<file path="src/rtl/gpu_rect_fill_pkg.sv">
// Shared framebuffer geometry, fill FSM state encoding and command record.
// Latency: n/a (types and constants only).
// Backpressure: n/a.
package gpu_rect_fill_pkg;

    localparam int FB_W   = 80;
    localparam int FB_H   = 60;
    localparam int ADDR_W = 13;
    localparam int PIX_W  = 8;

    // 9-bit forms of the framebuffer limits so clip compares stay width-matched
    localparam logic [8:0]        FB_W9  = 9'(FB_W);
    localparam logic [8:0]        FB_H9  = 9'(FB_H);
    localparam logic [ADDR_W-1:0] FB_W_A = ADDR_W'(FB_W);

    typedef enum logic [1:0] {
        ST_IDLE,
        ST_SETUP,
        ST_FILL,
        ST_DONE
    } fill_state_e;

    typedef struct packed {
        logic [7:0]       x0;
        logic [7:0]       y0;
        logic [7:0]       w;
        logic [7:0]       h;
        logic [PIX_W-1:0] color;
    } fill_cmd_t;

    // Exclusive end coordinate of a span, clipped to the framebuffer edge (9-bit sum cannot overflow)
    function automatic logic [8:0] clip_end(input logic [7:0] org, input logic [7:0] len,
                                            input logic [8:0] lim);
        logic [8:0] sum;
        sum = {1'b0, org} + {1'b0, len};
        return (sum > lim) ? lim : sum;
    endfunction

endpackage

</file>
<file path="src/rtl/gpu_wr_arb.sv">
// Registered 2:1 VRAM write mux; CPU writes always beat fill writes.
// Latency: 1 cycle from request to v_*_o.
// Backpressure: fill_grant_o is low whenever the CPU writes; the fill engine must hold its pixel.
module gpu_wr_arb
    import gpu_rect_fill_pkg::*;
(
    input  logic              clk,
    input  logic              rst_n,
    input  logic              cpu_we_i,
    input  logic [ADDR_W-1:0] cpu_addr_i,
    input  logic [PIX_W-1:0]  cpu_data_i,
    input  logic              fill_req_i,
    input  logic [ADDR_W-1:0] fill_addr_i,
    input  logic [PIX_W-1:0]  fill_data_i,
    output logic              fill_grant_o,
    output logic              v_we_o,
    output logic [ADDR_W-1:0] v_addr_o,
    output logic [PIX_W-1:0]  v_data_o
);

    logic              v_we_q, v_we_d;
    logic [ADDR_W-1:0] v_addr_q, v_addr_d;
    logic [PIX_W-1:0]  v_data_q, v_data_d;

    assign fill_grant_o = ~cpu_we_i;

    // Pick the winning writer; address/data hold their last value when nobody writes
    always_comb begin
        v_we_d   = 1'b0;
        v_addr_d = v_addr_q;
        v_data_d = v_data_q;
        if (cpu_we_i) begin
            v_we_d   = 1'b1;
            v_addr_d = cpu_addr_i;
            v_data_d = cpu_data_i;
        end else if (fill_req_i) begin
            v_we_d   = 1'b1;
            v_addr_d = fill_addr_i;
            v_data_d = fill_data_i;
        end
    end

    // Output register feeding the VRAM write port
    always_ff @(posedge clk or negedge rst_n) begin
        if (!rst_n) begin
            v_we_q   <= 1'b0;
            v_addr_q <= '0;
            v_data_q <= '0;
        end else begin
            v_we_q   <= v_we_d;
            v_addr_q <= v_addr_d;
            v_data_q <= v_data_d;
        end
    end

    assign v_we_o   = v_we_q;
    assign v_addr_o = v_addr_q;
    assign v_data_o = v_data_q;

endmodule

</file>
<file path="src/rtl/gpu_rect_fill.sv">
// Rectangle-fill engine: clips a box to the framebuffer and streams one pixel write per cycle.
// Latency: first write visible 2 edges after start is sampled; done_o one cycle after the last write.
// Backpressure: stalls (holds col/row/row_base) on any cycle the CPU writes VRAM.
module gpu_rect_fill
    import gpu_rect_fill_pkg::*;
(
    input  logic              clk,
    input  logic              rst_n,
    input  logic              start_i,
    input  logic [7:0]        x0_i,
    input  logic [7:0]        y0_i,
    input  logic [7:0]        w_i,
    input  logic [7:0]        h_i,
    input  logic [PIX_W-1:0]  color_i,
    input  logic              cpu_we_i,
    input  logic [ADDR_W-1:0] cpu_addr_i,
    input  logic [PIX_W-1:0]  cpu_data_i,
    output logic              busy_o,
    output logic              done_o,
    output logic              v_we_o,
    output logic [ADDR_W-1:0] v_addr_o,
    output logic [PIX_W-1:0]  v_data_o
);

    fill_state_e       state_q, state_d;
    fill_cmd_t         cmd_q;
    logic [8:0]        x_end_q, y_end_q, col_q, row_q;
    logic [ADDR_W-1:0] row_base_q;
    logic              busy_q, busy_d, done_q, done_d;
    logic              fill_req, fill_grant, fill_adv;
    logic              last_col, last_row, empty_c;
    logic [8:0]        x_end_c, y_end_c;
    logic [ADDR_W-1:0] fill_addr;

    assign x_end_c   = clip_end(cmd_q.x0, cmd_q.w, FB_W9);
    assign y_end_c   = clip_end(cmd_q.y0, cmd_q.h, FB_H9);
    assign empty_c   = (cmd_q.w == 8'd0) || (cmd_q.h == 8'd0) ||
                       ({1'b0, cmd_q.x0} >= FB_W9) || ({1'b0, cmd_q.y0} >= FB_H9);
    assign last_col  = (col_q + 9'd1) == x_end_q;
    assign last_row  = (row_q + 9'd1) == y_end_q;
    assign fill_adv  = fill_req & fill_grant;
    assign fill_addr = row_base_q + ADDR_W'(col_q);

    // State register plus registered status outputs
    always_ff @(posedge clk or negedge rst_n) begin
        if (!rst_n) begin
            state_q <= ST_IDLE;
            busy_q  <= 1'b0;
            done_q  <= 1'b0;
        end else begin
            state_q <= state_d;
            busy_q  <= busy_d;
            done_q  <= done_d;
        end
    end

    // Next-state: start is only honoured in IDLE; FILL exits after the last granted pixel
    always_comb begin
        state_d = state_q;
        case (state_q)
            ST_IDLE:  if (start_i) state_d = ST_SETUP;
            ST_SETUP: state_d = empty_c ? ST_DONE : ST_FILL;
            ST_FILL:  if (fill_adv && last_col && last_row) state_d = ST_DONE;
            ST_DONE:  state_d = ST_IDLE;
            default:  state_d = ST_IDLE;
        endcase
    end

    // Outputs: done registers on leaving DONE so it lands with busy falling
    always_comb begin
        fill_req = (state_q == ST_FILL);
        busy_d   = (state_d != ST_IDLE);
        done_d   = (state_q == ST_DONE);
    end

    // Command latch, clip setup and raster counters
    always_ff @(posedge clk or negedge rst_n) begin
        if (!rst_n) begin
            cmd_q      <= '0;
            x_end_q    <= '0;
            y_end_q    <= '0;
            col_q      <= '0;
            row_q      <= '0;
            row_base_q <= '0;
        end else begin
            case (state_q)
                ST_IDLE: begin
                    if (start_i) begin
                        cmd_q <= '{x0: x0_i, y0: y0_i, w: w_i, h: h_i, color: color_i};
                    end
                end
                ST_SETUP: begin
                    x_end_q <= x_end_c;
                    y_end_q <= y_end_c;
                    if (!empty_c) begin
                        col_q      <= {1'b0, cmd_q.x0};
                        row_q      <= {1'b0, cmd_q.y0};
                        row_base_q <= ADDR_W'(cmd_q.y0) * FB_W_A;
                    end
                end
                ST_FILL: begin
                    if (fill_adv) begin
                        if (last_col) begin
                            col_q      <= {1'b0, cmd_q.x0};
                            row_q      <= row_q + 9'd1;
                            row_base_q <= row_base_q + FB_W_A;
                        end else begin
                            col_q <= col_q + 9'd1;
                        end
                    end
                end
                default: ;
            endcase
        end
    end

    gpu_wr_arb u_arb (
        .clk          (clk),
        .rst_n        (rst_n),
        .cpu_we_i     (cpu_we_i),
        .cpu_addr_i   (cpu_addr_i),
        .cpu_data_i   (cpu_data_i),
        .fill_req_i   (fill_req),
        .fill_addr_i  (fill_addr),
        .fill_data_i  (cmd_q.color),
        .fill_grant_o (fill_grant),
        .v_we_o       (v_we_o),
        .v_addr_o     (v_addr_o),
        .v_data_o     (v_data_o)
    );

    assign busy_o = busy_q;
    assign done_o = done_q;

endmodule

</file>
<file path="config.mk">
export PLATFORM = sky130hd
export DESIGN_NAME = gpu_rect_fill
export DESIGN_NICKNAME = d
export VERILOG_FILES = /design/src/rtl/gpu_rect_fill_pkg.sv /design/src/rtl/gpu_wr_arb.sv /design/src/rtl/gpu_rect_fill.sv
export SDC_FILE = /design/constraint.sdc
export NUM_CORES = 1
export LEC_CHECK = 0
export ABC_CLOCK_PERIOD_IN_PS = 3070
export BUFFER_PORTS_ARGS = -buffer_cell sky130_fd_sc_hd__buf_2
export CAP_MARGIN = 20
export CORE_MARGIN = 2
export CORE_UTILIZATION = 30
export DETAILED_ROUTE_END_ITERATION = 8
export SYNTH_ARGS = -nofsm -noshare
export SYNTH_HDL_FRONTEND = slang
export SYNTH_SLANG_ARGS = --single-unit
</file>
<file path="constraint.sdc">
create_clock -name clk -period 3.07 [get_ports clk]
set_input_delay 0.1535 -clock clk [delete_from_list [all_inputs] [get_ports clk]]
set_output_delay 0.1535 -clock clk [all_outputs]
set_load 0.01 [all_outputs]
</file>
==> results of run 1 <==
==> cell type report <==
type,count,area [sq um]
Fill cell,2122,13330
Timing Repair Buffer,112,680.7
Clock inverter,5,106.4
Inverter,17,63.81
Multi-Input combinational cell,468,3428
Tap cell,275,344.1
Sequential cell,111,2778
Clock buffer,10,229.0
==> cell usage after synthesis (2+ instances only) <==
master	number
a21o_1	10
a21oi_1	50
a22o_1	6
a311oi_1	4
a31o_2	3
and3_1	7
buf_1	3
buf_2	3
buf_4	4
clkbuf_1	18
dfrtp_1	111
fa_1	3
ha_1	40
inv_1	16
mux2_2	41
mux2i_1	15
nand2_1	45
nand2b_1	9
nand3_1	26
nand4_1	4
nor2_1	27
nor2b_1	7
nor3_1	18
nor3b_1	2
nor4_1	2
o21a_1	2
o21ai_0	44
o21ba_2	2
o21bai_1	4
o221ai_1	2
o22a_1	5
o22ai_1	10
o31ai_1	4
or3_1	3
or3_4	2
or4_1	6
xnor2_1	29
xor2_1	18
==> routing by layer <==
layer  vias up  GRT usage (%)
li1       2457              -
met1      2266          19.37
met2       102          21.35
met3         8          2.652
met4         0          3.962
met5         -              0
==> report_power, final <==
part	internal, mW	switching [mW]	total [mW]
sequential	2.09	0.714	2.81
clock	0.797	0.548	1.34
combinational	2.20	2.49	4.69
==> worst reg2reg max path, cell delays in order (launching register included) <==
cell and delay (ps):
dfrtp_1 410, ha_1 300, nand3_4 130, or3_4 420, a2111oi_4 480, nand4b_1 140, a21oi_1 250, buf_12 220
mux2_2 350
==> kinds of logic after synthesis <==
kind of cell / Yosys count
flops: 111
mux: 56
xor+xnor: 47
simple gates: 163
compound gates: 159
buf+inv: 45
fa+ha+maj: 43
==> flip-flops by register name, summed over array words and instances, names as in the netlist <==
| signal | flops |
|---|---|
| u_arb.v_we_o | 1 |
| busy_o | 1 |
| row_base_q | 9 |
| cmd_q | 40 |
| x_end_q | 9 |
| col_q | 9 |
| state_q | 2 |
| row_q | 9 |
| done_o | 1 |
| u_arb.v_addr_o | 13 |
| y_end_q | 9 |
| u_arb.v_data_o | 8 |
==> how the worst min path moves through the flow <==
stage / endpoint / start / slack, ps / cells past startpoint
after global routing: cmd_q[11] / h_i[3] / 9 / 2
final: u_arb.v_addr_o[2] / cpu_addr_i[2] / 10 / 3
after floorplan: busy_o / rst_n / -140 / 0
after CTS: u_arb.v_data_o[3] / cpu_data_i[3] / 0.4 / 3
after global placement: u_arb.v_addr_o[0] / rst_n / 230 / 1
after detailed placement: u_arb.v_addr_o[0] / rst_n / 220 / 1
==> repair_timing <==
action / 4_1_cts / 5_1_grt
gates resized for setup: 0 / 0
endpoints found under the setup margin: 0 / 0
hold buffers: 13 / 0
endpoints found under the hold margin: 59 / 0
==> results.yml, run 1 <==
cells_and_area:
  diodes: 0
  final_cells: 998
  mostFrequentLayoutCell: "dfrtp_1"
  layout_common_cells: "dfrtp_1, buf_2, a21oi_1"
  final_util_pct: 36.41
  drive_gt1_share_pct: 23.24
  postLayoutCellArea_sq_mm: 0.007630
  finalNetCount: 827
  syn2layout_area_growth_pct: 19.43
sta:
  drv_slew: 0
  slew_headroom_pct: 58.00
  rsz0062_at_grt: "false"
  max_freq_mhz: 355.0
  hold_slack_ps: 10.48
  final.setup_skew_ps: 6.995
  tightest_slew_ps: 614.1
  hold_viol_final: 0
  finalCritPeriodShare_pct: 91.75
  timing.final.ws_setup_ps: 253.2
  min_period_ps: 2817
  fin_tns_setup_ps: 0
  setup_violations: 0
setup_path:
  crit_path_start_kind: "flop"
  timing.rr.start: "col_q[1]"
  worstReg2RegEnd: "row_base_q[4]"
  r2r_cells: 8
  arrival_ps: 3060
  cp_max_fo: 29
  critPathSlowestCell: "a2111oi_4"
  crit_path_end: "row_base_q[4]"
  critPathCaptureType: "flop"
  path_delay_family: "compound AO/OA/AOI/OAI gates"
  setup.worst_path.start: "col_q[1]"
  crit_type: "flop to flop"
  cpPeakStageDelay_ps: 480
  cp_num_buf_inv: 1
  cp_num_cells: 8
  r2r_setup_slack_ps: 250
  crit_path_cell_trace: "ha_1 -> nand3_4 -> or3_4 -> a2111oi_4 -> nand4b_1 -> a21oi_1 -> buf_12 -> mux2_2"
  cp_data_required_time_ps: 3320
placement:
  dp_hpwl_um: 10780
  dpl_cell_area_sq_mm: 0.007164
  io_buffers: 88
  dp_cells: 970
  globalplace.congestion: 0.8277
  pre_cts_slack_ps: 263.0
yosys:
  synth_area_leaders: "dfrtp_1, ha_1, mux2_2, xnor2_1, a21oi_1"
  yosysWarnings: 0
  syn_area_per_cell_sq_um: 10.24
  synth_seq_cells: 111
  yosysSeqAreaShare_pct: 43.48
  synth_flop_cell: "dfrtp_1"
  synthesis.area_sq_mm: 0.006389
  synth_fa_ha_area_share_pct: 8.774
  synth_compound_area_share_pct: 15.86
  synth-xor-area-share_pct: 6.443
  async_reset_ff_share_pct: 100.0
  synth_top_family_by_area: "compound AO/OA/AOI/OAI gates"
  syn-num-nets: 732
  yosys.area.top_type: "dfrtp_1"
  synthMuxAreaShare_pct: 9.577
  synth_edf_count: 0
  netlist.area_leader.share_pct: 43.48
  synth-simple-area-share_pct: 12.93
  synthDistinctLibCells: 57
  synthCells: 624
die:
  rows: 53
  start_util_pct: 30.49
  ios: 89
  die_width_um: 149.9
  die_y_um: 149.9
  coreArea_sq_mm: 0.02096
  die_area_sq_mm: 0.02248
pwr:
  power_mw: 8.847
  power.leakage_nw: 3.361
  power_density_mw_per_mm2: 1160
  ir_worst_vdd_uv: 412.2
clock_network:
  cts.clk_slew.worst_paths_ps: 70
  insertion_delay_ps: 360
  cts_sinks: 111
  cts_root_buf: "clkbuf_16"
  cts_buffers: 9
  postCtsSetupBuffers: 0
  clockBufferDepth: 2
  cts_tree: "done"
  htreeDepth: 3
routing:
  firstDrtPassIters: 4
  highest_layer: "met4"
  routedWlPerCell_um: 14.99
  wl_met2_um: 6594
  vias: 4833
  ant_nets: 0
  drt_iter0_drc: 282
  drcViolationCount: 0
  wl_met1_um: 7478
  wirelength_um: 14960
  vias_per_cell: 4.843
  wl_met3_um: 727
worst_hold_path:
  hold_class: "input pin to flop"
status:
  status: "complete, no violations"
grt:
  grt_pass1_vias: 4712
  grt_pass1_wl_um: 24320
  overflow: 0
  grt_max_degree: 65
  grt_usage_pct: 13.72
  antenna_found_initial: 0
job:
  drv_cap: 0
Power figures use the tool's default switching activity.
==> run 2, diff against run 1 <==
Settings changed: CORE_ASPECT_RATIO from default to 0.9.
==> results.yml, run 2 (synthesis results as in run 1) <==
status:
  status: "complete, no violations"
die:
  coreArea_sq_mm: 0.02083
  rows: 50
  die_width_um: 157.8
  die_y_um: 142.4
  start_util_pct: 30.67
  ios: 89
  die_area_sq_mm: 0.02248
setup_path:
  r2r_setup_slack_ps: 290
  cp_num_buf_inv: 1
  crit_type: "flop to flop"
  arrival_ps: 3030
  cpPeakStageDelay_ps: 440
  crit_path_cell_trace: "ha_1 -> nand3_4 -> or3_4 -> a2111oi_4 -> nand4b_1 -> a21oi_2 -> buf_4 -> mux2_2"
  cp_data_required_time_ps: 3320
  cp_num_cells: 8
  crit_path_start_kind: "flop"
  critPathSlowestCell: "a2111oi_4"
  cp_max_fo: 20
  path_delay_family: "simple AND/OR/NAND/NOR gates"
  r2r_cells: 8
  critPathCaptureType: "flop"
sta:
  fin_tns_setup_ps: 0
  final.setup_skew_ps: 11.01
  tightest_slew_ps: 802.9
  max_freq_mhz: 359.6
  finalCritPeriodShare_pct: 90.57
  setup_violations: 0
  drv_slew: 0
  min_period_ps: 2781
  rsz0062_at_grt: "false"
  slew_headroom_pct: 46.47
  hold_viol_final: 0
cells_and_area:
  drive_gt1_share_pct: 23.83
  syn2layout_area_growth_pct: 19.19
  final_util_pct: 36.55
  postLayoutCellArea_sq_mm: 0.007615
  largest-register: "cmd_q"
  layout_common_cells: "dfrtp_1, buf_2, a21oi_1"
  mostFrequentLayoutCell: "dfrtp_1"
  finalNetCount: 829
  diodes: 0
  largest_reg_flops: 40
  final_cells: 1012
routing:
  routedWlPerCell_um: 14.69
  vias_per_cell: 4.826
  ant_nets: 0
  wirelength_um: 14860
  drt_iter0_drc: 234
  vias: 4884
  firstDrtPassIters: 4
  drcViolationCount: 0
pwr:
  power_density_mw_per_mm2: 1144
  power_mw: 8.709
  ir_worst_vdd_uv: 496.4
  power.leakage_nw: 3.352
placement:
  dpl_cell_area_sq_mm: 0.007184
  io_buffers: 88
  globalplace.congestion: 0.8124
  dp_hpwl_um: 10940
  dp_cells: 983
job:
  drv_cap: 0
clock_network:
  cts.clk_slew.worst_paths_ps: 80
  cts_tree: "done"
  clockBufferDepth: 2
  htreeDepth: 3
  insertion_delay_ps: 360
  cts_root_buf: "clkbuf_16"
  cts_sinks: 111
  ctsResizeCount: 0
  postCtsSetupBuffers: 0
  cts_buffers: 9
  cts_hold_buf: 13
grt:
  antenna_found_initial: 0
  overflow: 0
  grt_usage_pct: 13.61
  grt_max_degree: 62
  grt_pass1_wl_um: 24160
  grt_pass1_vias: 4749
worst_hold_path:
  hold_depth: 3
  hold_class: "input pin to flop"
[run 2: cell types whose count changed in the layout (fill, tap and decap cells not counted)]
cell       delta
clkinv_4      +1
a21oi_1       -1
buf_12        -1
inv_6         +2
clkbuf_1      -1
clkinv_8      +2
buf_4         +3
bufinv_16     -3
a21oi_2       +1
[run 2: final cells by class]
type                    count  area [sq um]
well taps                 286         357.8
repair buffers            114         683.2
fillers                  2099         13220
clock buffers               9         225.2
inverters                  17         63.81
multi-input cells         468          3432
clock inverters             7         75.07
flip-flops and latches    111          2778
[run 2: path summary, 6_finish.rpt]
| check | start | to |
|---|---|---|
| min in group asynchronous | rst_n | cmd_q[11] |
| max in group asynchronous | rst_n | cmd_q[37] |
| min | cpu_addr_i[2] | u_arb.v_addr_o[2] |
| max reg2reg | col_q[1] | row_base_q[4] |
| max | col_q[1] | row_base_q[4] |
| min reg2reg | cmd_q[7] | cmd_q[7] |
[run 2: where the power goes]
part | total, mW | internal, mW | leakage [nW] | switching (mW)
registers | 2.81 | 2.09 | 1.31 | 0.717
logic | 4.72 | 2.21 | 1.90 | 2.51
clock network | 1.18 | 0.576 | 0.143 | 0.603
total | 8.71 | 4.88 | 3.35 | 3.83
[run 2: tightest hold or removal path: stages]
cell     delay, ps
buf_2           80
nand2_1         50
o21ai_0         60
[run 2: through the flow]
stage	setup WS [ps]	hold slack [ps]
after CTS	297.5	0.6672
after detailed placement	289.6	301.3
after floorplan	543.8	-142.1
final	289.5	10.91
after global routing	157.3	7.140
after global placement	356.8	293.5
[run 2: per-layer routing]
metal  up-vias  track usage (%)  wire [um]
met5         -                0          0
met4         0            3.062        159
met3        13            2.832        640
met2       106            21.76       6874
met1      2310            18.91       7188
li1       2455                -          -
